<file path="src/rtl/deserializer_10b_ddr.sv">
// 10b receive deserializer: two IDDR bits per cycle, K28.5 comma alignment
// over all ten bit positions, aligned code groups out to the 8b10b decoder.
//
// state  | meaning
// HUNT   | no alignment; any comma seeds a candidate
// CHECK  | counting consecutive commas at the candidate alignment
// LOCKED | words emitted at the locked alignment; misaligned commas counted
module deserializer_10b_ddr #(
  parameter logic [9:0]  COMMA_P  = 10'h17C,
  parameter logic [9:0]  COMMA_N  = 10'h283,
  parameter int unsigned LOCK_CNT = 3,
  parameter int unsigned LOSS_CNT = 4
) (
  input  logic       clk_bit,
  input  logic       rst,
  input  logic       din_first,
  input  logic       din_second,
  input  logic       align_en,
  output logic [9:0] data_out,
  output logic       data_valid,
  output logic       is_comma,
  output logic       locked,
  output logic [2:0] align_phase,
  output logic       align_bit
);

  localparam logic [3:0] LOCK_TH = 4'(LOCK_CNT);
  localparam logic [3:0] LOSS_TH = 4'(LOSS_CNT);

  typedef enum logic [1:0] {HUNT, CHECK, LOCKED} state_t;

  state_t      state_q, state_d;
  logic [11:0] hist_q, hist_d;
  logic [2:0]  ph_q, ph_d;
  logic [2:0]  cand_ph_q, cand_ph_d, lk_ph_q, lk_ph_d;
  logic        cand_off_q, cand_off_d, lk_off_q, lk_off_d;
  logic [3:0]  cnt_q, cnt_d, miss_q, miss_d;
  logic [9:0]  dout_q, dout_d;
  logic        valid_q, valid_d, comma_q, comma_d;

  logic [9:0]  win0, win1;
  logic        hit0, hit1, hit_any, hit_off, aligned;
  logic [2:0]  ref_ph;
  logic        ref_off;

  assign hist_d  = {din_second, din_first, hist_q[11:2]};
  assign win0    = hist_q[9:0];
  assign win1    = hist_q[10:1];
  assign hit0    = (win0 == COMMA_P) || (win0 == COMMA_N);
  assign hit1    = (win1 == COMMA_P) || (win1 == COMMA_N);
  assign hit_any = hit0 | hit1;
  assign hit_off = ~hit0;
  assign ph_d    = (ph_q == 3'd4) ? 3'd0 : ph_q + 3'd1;

  // While locked, commas are judged against the locked slot; otherwise the candidate.
  assign ref_ph  = (state_q == LOCKED) ? lk_ph_q  : cand_ph_q;
  assign ref_off = (state_q == LOCKED) ? lk_off_q : cand_off_q;
  assign aligned = (ph_q == ref_ph) && (ref_off ? hit1 : hit0);

  always_comb begin
    state_d    = state_q;
    cand_ph_d  = cand_ph_q;
    cand_off_d = cand_off_q;
    lk_ph_d    = lk_ph_q;
    lk_off_d   = lk_off_q;
    cnt_d      = cnt_q;
    miss_d     = miss_q;
    if (align_en) begin
      unique case (state_q)
        HUNT: begin
          if (hit_any) begin
            cand_ph_d  = ph_q;
            cand_off_d = hit_off;
            cnt_d      = 4'd1;
            state_d    = CHECK;
            if (LOCK_TH == 4'd1) begin
              lk_ph_d  = ph_q;
              lk_off_d = hit_off;
              miss_d   = 4'd0;
              state_d  = LOCKED;
            end
          end
        end
        CHECK: begin
          if (aligned) begin
            cnt_d = cnt_q + 4'd1;
            if (cnt_q + 4'd1 >= LOCK_TH) begin
              lk_ph_d  = cand_ph_q;
              lk_off_d = cand_off_q;
              miss_d   = 4'd0;
              state_d  = LOCKED;
            end
          end else if (hit_any) begin
            cand_ph_d  = ph_q;
            cand_off_d = hit_off;
            cnt_d      = 4'd1;
          end
        end
        LOCKED: begin
          if (aligned) begin
            miss_d = 4'd0;
          end else if (hit_any) begin
            miss_d = miss_q + 4'd1;
            if (miss_q + 4'd1 >= LOSS_TH) state_d = HUNT;
          end
        end
        default: state_d = HUNT;
      endcase
    end
  end

  // Using the next lock slot lets the lock-completing comma itself be emitted.
  always_comb begin
    dout_d  = dout_q;
    comma_d = comma_q;
    valid_d = 1'b0;
    if ((state_q == LOCKED || state_d == LOCKED) && ph_q == lk_ph_d) begin
      dout_d  = lk_off_d ? win1 : win0;
      comma_d = lk_off_d ? hit1 : hit0;
      valid_d = 1'b1;
    end
  end

  always_ff @(posedge clk_bit) begin
    if (rst) begin
      state_q    <= HUNT;
      hist_q     <= '0;
      ph_q       <= '0;
      cand_ph_q  <= '0;
      cand_off_q <= 1'b0;
      lk_ph_q    <= '0;
      lk_off_q   <= 1'b0;
      cnt_q      <= '0;
      miss_q     <= '0;
      dout_q     <= '0;
      valid_q    <= 1'b0;
      comma_q    <= 1'b0;
    end else begin
      state_q    <= state_d;
      hist_q     <= hist_d;
      ph_q       <= ph_d;
      cand_ph_q  <= cand_ph_d;
      cand_off_q <= cand_off_d;
      lk_ph_q    <= lk_ph_d;
      lk_off_q   <= lk_off_d;
      cnt_q      <= cnt_d;
      miss_q     <= miss_d;
      dout_q     <= dout_d;
      valid_q    <= valid_d;
      comma_q    <= comma_d;
    end
  end

  assign data_out    = dout_q;
  assign data_valid  = valid_q;
  assign is_comma    = comma_q;
  assign locked      = (state_q == LOCKED);
  assign align_phase = lk_ph_q;
  assign align_bit   = lk_off_q;

endmodule

</file>
<file path="config.mk">
export PLATFORM = sky130hd
export DESIGN_NAME = deserializer_10b_ddr
export DESIGN_NICKNAME = d
export VERILOG_FILES = /design/src/rtl/deserializer_10b_ddr.sv
export SDC_FILE = /design/constraint.sdc
export NUM_CORES = 1
export LEC_CHECK = 0
export ABC_AREA = 1
export CORE_MARGIN = 3
export CORE_UTILIZATION = 57
export DETAILED_ROUTE_END_ITERATION = 12
export GPL_ROUTABILITY_DRIVEN = 0
export PLACE_DENSITY = 0.87
export SETUP_SLACK_MARGIN = 0.1
export SLEW_MARGIN = 25
export SYNTH_ARGS = -nofsm -noshare
export SYNTH_HDL_FRONTEND = slang
export SYNTH_SLANG_ARGS = --single-unit
</file>
<file path="constraint.sdc">
create_clock -name clk_bit -period 3.2 [get_ports clk_bit]
set_input_delay 0.64 -clock clk_bit [delete_from_list [all_inputs] [get_ports clk_bit]]
set_output_delay 0.64 -clock clk_bit [all_outputs]
set_load 0.01 [all_outputs]
</file>
==> results.toml, run 1 <==
[outcome]
run_status = "complete, no violations"

[worst_setup_path]
critPathArrivalTime_ps = 3070
critPathLaunchType = "register"
max_stage_delay_ps = 340
critPathCaptureType = "register"
crit_top_cell = "nand2_1"
crit_fanout = 9
path_buf_inv = 3
slowest_stage = "dfxtp_1"
crit_cells = 18
r2r_start = "state_q[0]"
reg2reg_depth = 18
critical_path_required_ps = 3400
critPathLaunch = "state_q[0]"
crit_family = "simple AND/OR/NAND/NOR gates"
cp_cell_sequence = "inv_1 > ha_2 > buf_4 > nand2_1 > o21ai_2 > inv_1 > nand3_1 > nand3_4 > nor2_4 > nand3_2 > nand2_1 > nand3_1 > nand2_1 > nand2_2 > nor2_4 > nand3_1 > nand2_1 > nor2_1"
crit_type = "register to register"

[cts]
htree_levels = 2
cts.sinks = 45
clockRootBuffer = "clkbuf_8"
numCtsBuffers = 5
ctsLongestPathBuffers = 2
clk_pin_slew_worst_paths_ps = 90
cts_tree = "built"
clk_latency_ps = 300

[global_routing]
grt_pass1_wl_mm = 9.37
antenna_found_initial = 0
grt_pass1_vias = 2088
overflow = 0
gr-usage-all-layers_pct = 22.3
grt_max_degree = 26

[timing]
rsz0062_at_grt = "false"
hold_viol = 0
fin_crit_sh_pct = 89.8
final.min_clock_period_ps = 2870
relSlewSlack_pct = 63.3
worst_pin_slew_ps = 547
finClkSkew_ps = 4.80
setup_viol_count_final = 0
drv_slew = 0
finalSetupTns_ps = 0
fmax_mhz = 348

[power_and_ir_drop]
comb_power_share_pct = 10.1
p_sw_uw = 292
p_per_area_nw_per_um2 = 392
p_int_uw = 839
switching_share_pct = 25.8
p_leak_uw = 0.00119
finalPower_uw = 1130
p_clk_share_pct = 38.5
p_seq_share_pct = 51.4
ir_worst_vdd_mv = 0.367

[hold_path]
hold_path.class = "register to register"
whs_path_depth = 2
worstHoldStart = "hist_q[11]"

[cells_and_area]
antennaDiodeCount = 0
utilization_pct = 69.7
num-nets-final = 409
drive_gt1_share_pct = 7.83
fillers = 361
area_growth_pct = 14.3
final_cell_area_um2 = 2890
stdcell_count = 446

[synth]
synth_top_cell_by_area = "dfxtp_1"
synth-seq-area-share_pct = 35.6
synth_seq_cells = 45
syn_nets = 386
synth_top_area_share_pct = 35.6
synth_edf_count = 0
postSynthAreaPerCell_um2 = 6.80
post-synth-top-count-cell = "nand2_1"
ys_types = 36
netlist_top_cells_count = "nand2_1, inv_1, nor2_1, dfxtp_1, nand3_1"
syn_area_um2 = 2530
synth-main-ff-cell = "dfxtp_1"
synth_area_leaders = "dfxtp_1, nand2_1, inv_1, nor2_1, nand3_1"
async_flop_share_pct = 0
ys_warn_count = 0
postSynthCellCount = 372

[placed_design]
portBuffers = 21
hpwl_mm = 3.93
dpl.cell_count = 433
dpl_cell_area_um2 = 2730

[die]
dieArea_um2 = 5270
die_x_um = 72.6
core_area_um2 = 4140
rows = 23
start_util_pct = 61.0
num_io_pins = 22
fp.dieH_um = 72.6

[drt]
route.detailed.drc = 0
vias = 2460
dr.pass1.iters = 5
wire_per_inst_um = 12.9
drtIter0Drc = 339
via_per_inst = 5.52
antenna_left = 0
wirelength_mm = 5.75

[job]
max-cap-violations = 0
layout make-up:
class                   instances  area, µm²  share of cell area [%]
inverters                      54        203                    7.02
clock buffers                   6       72.6                    2.51
repair buffers                 27        255                    8.84
clock inverters                 2       38.8                    1.34
well taps                      50       62.6                    2.17
flip-flops and latches         45        901                    31.2
multi-input cells             262       1360                    46.9
routing by layer:
| metal | vias to the layer above | GRT usage (%) | wire length, µm |
|---|---|---|---|
| li1 | 1248 | - | - |
| met1 | 1078 | 31.0 | 2640 |
| met2 | 121 | 34.9 | 2590 |
| met3 | 13 | 3.31 | 417 |
| met4 | 0 | 8.40 | 102 |
| met5 | - | 0 | 0 |
layout by cell type, fill, tap and decap left out, types with 2 or more instances in the layout:
| cell type | n |
|---|---|
| nand4_1 | 8 |
| xor2_1 | 4 |
| a21oi_2 | 2 |
| nor3_1 | 7 |
| o211ai_1 | 3 |
| a21oi_1 | 23 |
| o21ai_0 | 16 |
| nand3b_1 | 2 |
| nand2_2 | 4 |
| inv_1 | 51 |
| buf_4 | 6 |
| clkbuf_8 | 5 |
| ha_1 | 8 |
| o21a_1 | 2 |
| nor2_1 | 48 |
| clkdlybuf4s50_1 | 21 |
| inv_2 | 2 |
| nand3_1 | 33 |
| nand2_1 | 82 |
| o21ai_1 | 2 |
| o21ai_2 | 2 |
| nor2_4 | 5 |
| dfxtp_1 | 45 |
per-stage QoR:
stage | setup slack [ps] | hold slack [ps]
after floorplan | 774 | 388
after global placement | 260 | 399
after detailed placement | 99.9 | 399
after CTS | 128 | 412
after global routing | 72.8 | 433
final | 326 | 408
power by group through the flow:
stage                     clock network [µW]  logic, µW  registers (µW)
after floorplan                            0       87.1             590
after global placement                     0       95.3             594
after detailed placement                   0       97.7             594
after CTS                                438        106             581
after global routing                     457        127             583
final                                    436        114             581
worst min-delay path, delay by kind of cell, from the launching register on:
| kind | cells | cell delay [ps] |
|---|---|---|
| and+or+nand+nor | 1 | 30 |
| buffers and inverters | 1 | 40 |
| DFF | 1 | 310 |
logic make-up (layout without fill, tap and decap cells):
group | Yosys count | count (layout) | synth area share [%]
XOR/XNOR | 5 | 5 | 1.73
AO/OA/AOI/OAI | 57 | 57 | 13.3
flip-flops | 45 | 45 | 35.6
AND/OR/NAND/NOR | 189 | 191 | 33.1
buffers and inverters | 67 | 89 | 11.8
adder cells (fa/ha/maj) | 9 | 9 | 4.45
worst paths after layout:
check / endpoint / slack, ps
setup / recovery: data_out[5] / 330
hold / removal: hist_q[9] / 410
setup reg to reg: data_out[5] / 330
hold reg to reg: hist_q[9] / 410
timing repair:
action / 4_1_cts / 5_1_grt
setup endpoints to repair: 11 / 12
gates resized for setup: 1 / 3
hold endpoints to repair: 0 / 0
gates cloned: 1 / 1
pin swaps: 0 / 2
hold buffers: 0 / 0
buffers inserted: 0 / 3
state kept, by name, indices dropped and copies added, names as in the netlist, 2 cells and up:
name         flops
cand_ph_q        3
cnt_q            4
align_phase      3
ph_q             3
miss_q           4
data_out        10
hist_q          12
state_q          2
No activity file was read; power rests on OpenSTA's default activity.
==> inputs of run 2 (changes only) <==
--- a/config.mk
+++ b/config.mk
@@ -10,6 +10,7 @@
 export CORE_UTILIZATION = 57
 export DETAILED_ROUTE_END_ITERATION = 12
 export GPL_ROUTABILITY_DRIVEN = 0
+export GPL_TIMING_DRIVEN = 0
 export PLACE_DENSITY = 0.87
 export SETUP_SLACK_MARGIN = 0.1
 export SLEW_MARGIN = 25
==> run 2 against run 1 <==
- clock skew down 2.7 ps
- final cell count up 0.90%
- global-route usage up 0.33 points
- sequential power about the same
- critical endpoint is now data_out[7]
==> results.toml, run 2 (same netlist as run 1, synthesis figures left out) <==
[power_and_ir_drop]
p_per_area_nw_per_um2 = 369
p_leak_uw = 0.00120
ir_worst_vdd_mv = 0.261

[cts]
clk_pin_slew_worst_paths_ps = 80
ctsLongestPathBuffers = 2
htree_levels = 2
numCtsBuffers = 5
cts.sinks = 45
clockRootBuffer = "clkbuf_8"
clk_latency_ps = 300
cts_setup_buffers = 0
cts_tree = "built"
hold_buffers = 0
cts_resized = 0

[global_routing]
grt_pass1_vias = 2143
grt-busiest-layer = "met2"
grt_util_met3_pct = 4.55
grt_pass1_wl_mm = 9.38
overflow = 0
grt_max_degree = 15
antenna_found_initial = 0
use_met2_pct = 35.6
use_met1_pct = 29.7
gr-usage-all-layers_pct = 22.6

[die]
fp.dieH_um = 72.6
start_util_pct = 61.0
rows = 23
core_area_um2 = 4140
die_x_um = 72.6
dieArea_um2 = 5270
num_io_pins = 22

[hold_path]
hold_end = "hist_q[9]"
hold_path.class = "register to register"
worstHoldStart = "hist_q[11]"
whs_path_depth = 2

[worst_setup_path]
ff2ff_setup_slack_ps = 410
regToRegEndpoint = "data_out[7]"
reg2reg_depth = 16
critPathCaptureType = "register"
slowest_stage = "dfxtp_1"
critPathLaunchType = "register"
max_stage_delay_ps = 370
r2r_start = "state_q[0]"
cp_cell_sequence = "inv_1 > ha_1 > buf_6 > o211ai_1 > nand2_2 > nor2_4 > nand3_4 > nor2_4 > nand3_2 > o21ai_2 > clkbuf_2 > o21ai_0 > inv_1 > nand3_1 > nand2_1 > nor2_1"
critical_path_required_ps = 3410
crit_family = "simple AND/OR/NAND/NOR gates"
path_buf_inv = 4
crit_type = "register to register"
crit_cells = 16
critPathArrivalTime_ps = 2990
crit_fanout = 10

[timing]
finClkSkew_ps = 2.09
fmax_mhz = 359
drv_slew = 0
relSlewSlack_pct = 62.1
worst_pin_slew_ps = 568
rsz0062_at_grt = "false"
finalSetupTns_ps = 0
fin_crit_sh_pct = 87.1
setup_viol_count_final = 0
final.min_clock_period_ps = 2790
hold_viol = 0

[cells_and_area]
stdcell_count = 450
regMostFlops = "hist_q"
utilization_pct = 69.7
final_cell_mix = "nand2_1, inv_1, nor2_1, dfxtp_1, nand3_1"
fillers = 367
drive_gt1_share_pct = 7.75
area_growth_pct = 14.2
largest_reg_flops = 12
final_cell_area_um2 = 2890
final_common_cell = "nand2_1"
antennaDiodeCount = 0
num-nets-final = 413

[outcome]
run_status = "complete, no violations"

[placed_design]
dpl_cell_area_um2 = 2790
dpl.cell_count = 442
hpwl_mm = 4.13
portBuffers = 20

[drt]
via_per_inst = 5.26
drtIter0Drc = 154
antenna_left = 0
route.detailed.drc = 0
vias = 2369
wire_per_inst_um = 12.3
wirelength_mm = 5.54
dr.pass1.iters = 4

[job]
max-cap-violations = 0
## run 2: changes by cell type in the layout (fill, tap and decap cells not counted), sizes merged
cell           previous run  this run
nor2                     53        51
clkdlybuf4s50            21        20
bufinv                    1         0
clkinv                    2         3
clkbuf                    6        11
buf                       6         8
## run 2: area by class of cell
class | instances | area (µm²) | share of cell area (%)
timing repair buffer | 20 | 200 | 6.93
sequential | 45 | 901 | 31.2
tap | 50 | 62.6 | 2.17
inverter | 54 | 203 | 7.02
clock inverter | 2 | 13.8 | 0.477
clock buffer | 6 | 82.6 | 2.86
multi-input combinational | 260 | 1330 | 46.0
buffer | 13 | 96.3 | 3.34
## run 2: worst max-delay path by stage
stage          startpoint           end
2_1_floorplan  state_q[0]   data_out[2]
3_3_place_gp     align_en  cand_ph_q[1]
3_5_place_dp     align_en  cand_ph_q[1]
4_1_cts        state_q[0]   data_out[1]
5_1_grt        state_q[0]   data_out[8]
6_report       state_q[0]   data_out[7]
## run 2: worst reg2reg max path: stages, from the launching register on
cell      delay [ps]
dfxtp_1          370
inv_1             90
ha_1             300
buf_6            180
o211ai_1         190
nand2_2           90
nor2_4           150
nand3_4          120
nor2_4           130
nand3_2          160
o21ai_2          270
clkbuf_2         250
o21ai_0          120
inv_1             70
nand3_1           80
nand2_1           70
nor2_1            40
## run 2: stage by stage
step / hold WS, ps / total power [µW] / worst slack (ps)
finish: 408 / 1070 / 414
global route: 455 / 1110 / 130
CTS: 410 / 1070 / 409
detailed placement: 398 / 703 / 361
global placement: 391 / 701 / 413
floorplan: 388 / 678 / 774
## run 2: power breakdown
part | internal (µW) | leakage [µW] | total [µW] | switching [µW]
sequential | 569 | 0.000365 | 580 | 11.1
combinational | 40.1 | 0.000787 | 111 | 70.8
clock | 175 | 0.0000512 | 374 | 199
total | 784 | 0.00120 | 1070 | 281
## run 2: routing by layer
metal | part of all wire (%) | vias to the layer above
met5 | 0 | -
met4 | 1.8 | 0
met3 | 4.8 | 9
met2 | 46 | 64
met1 | 47 | 1052
li1 | - | 1244
==> inputs of run 3 (changes only) <==
==> constraint.sdc (replaced) <==
create_clock -name clk_bit -period 3.2 [get_ports clk_bit]
set_input_delay 0.8 -clock clk_bit [delete_from_list [all_inputs] [get_ports clk_bit]]
set_output_delay 0.8 -clock clk_bit [all_outputs]
set_load 0.01 [all_outputs]
==> results of run 3 <==
No change in the layout: final DEF, timing and power equal those of run 2.
Main changes from that run: setup slack after placement 361 ps -> 201 ps
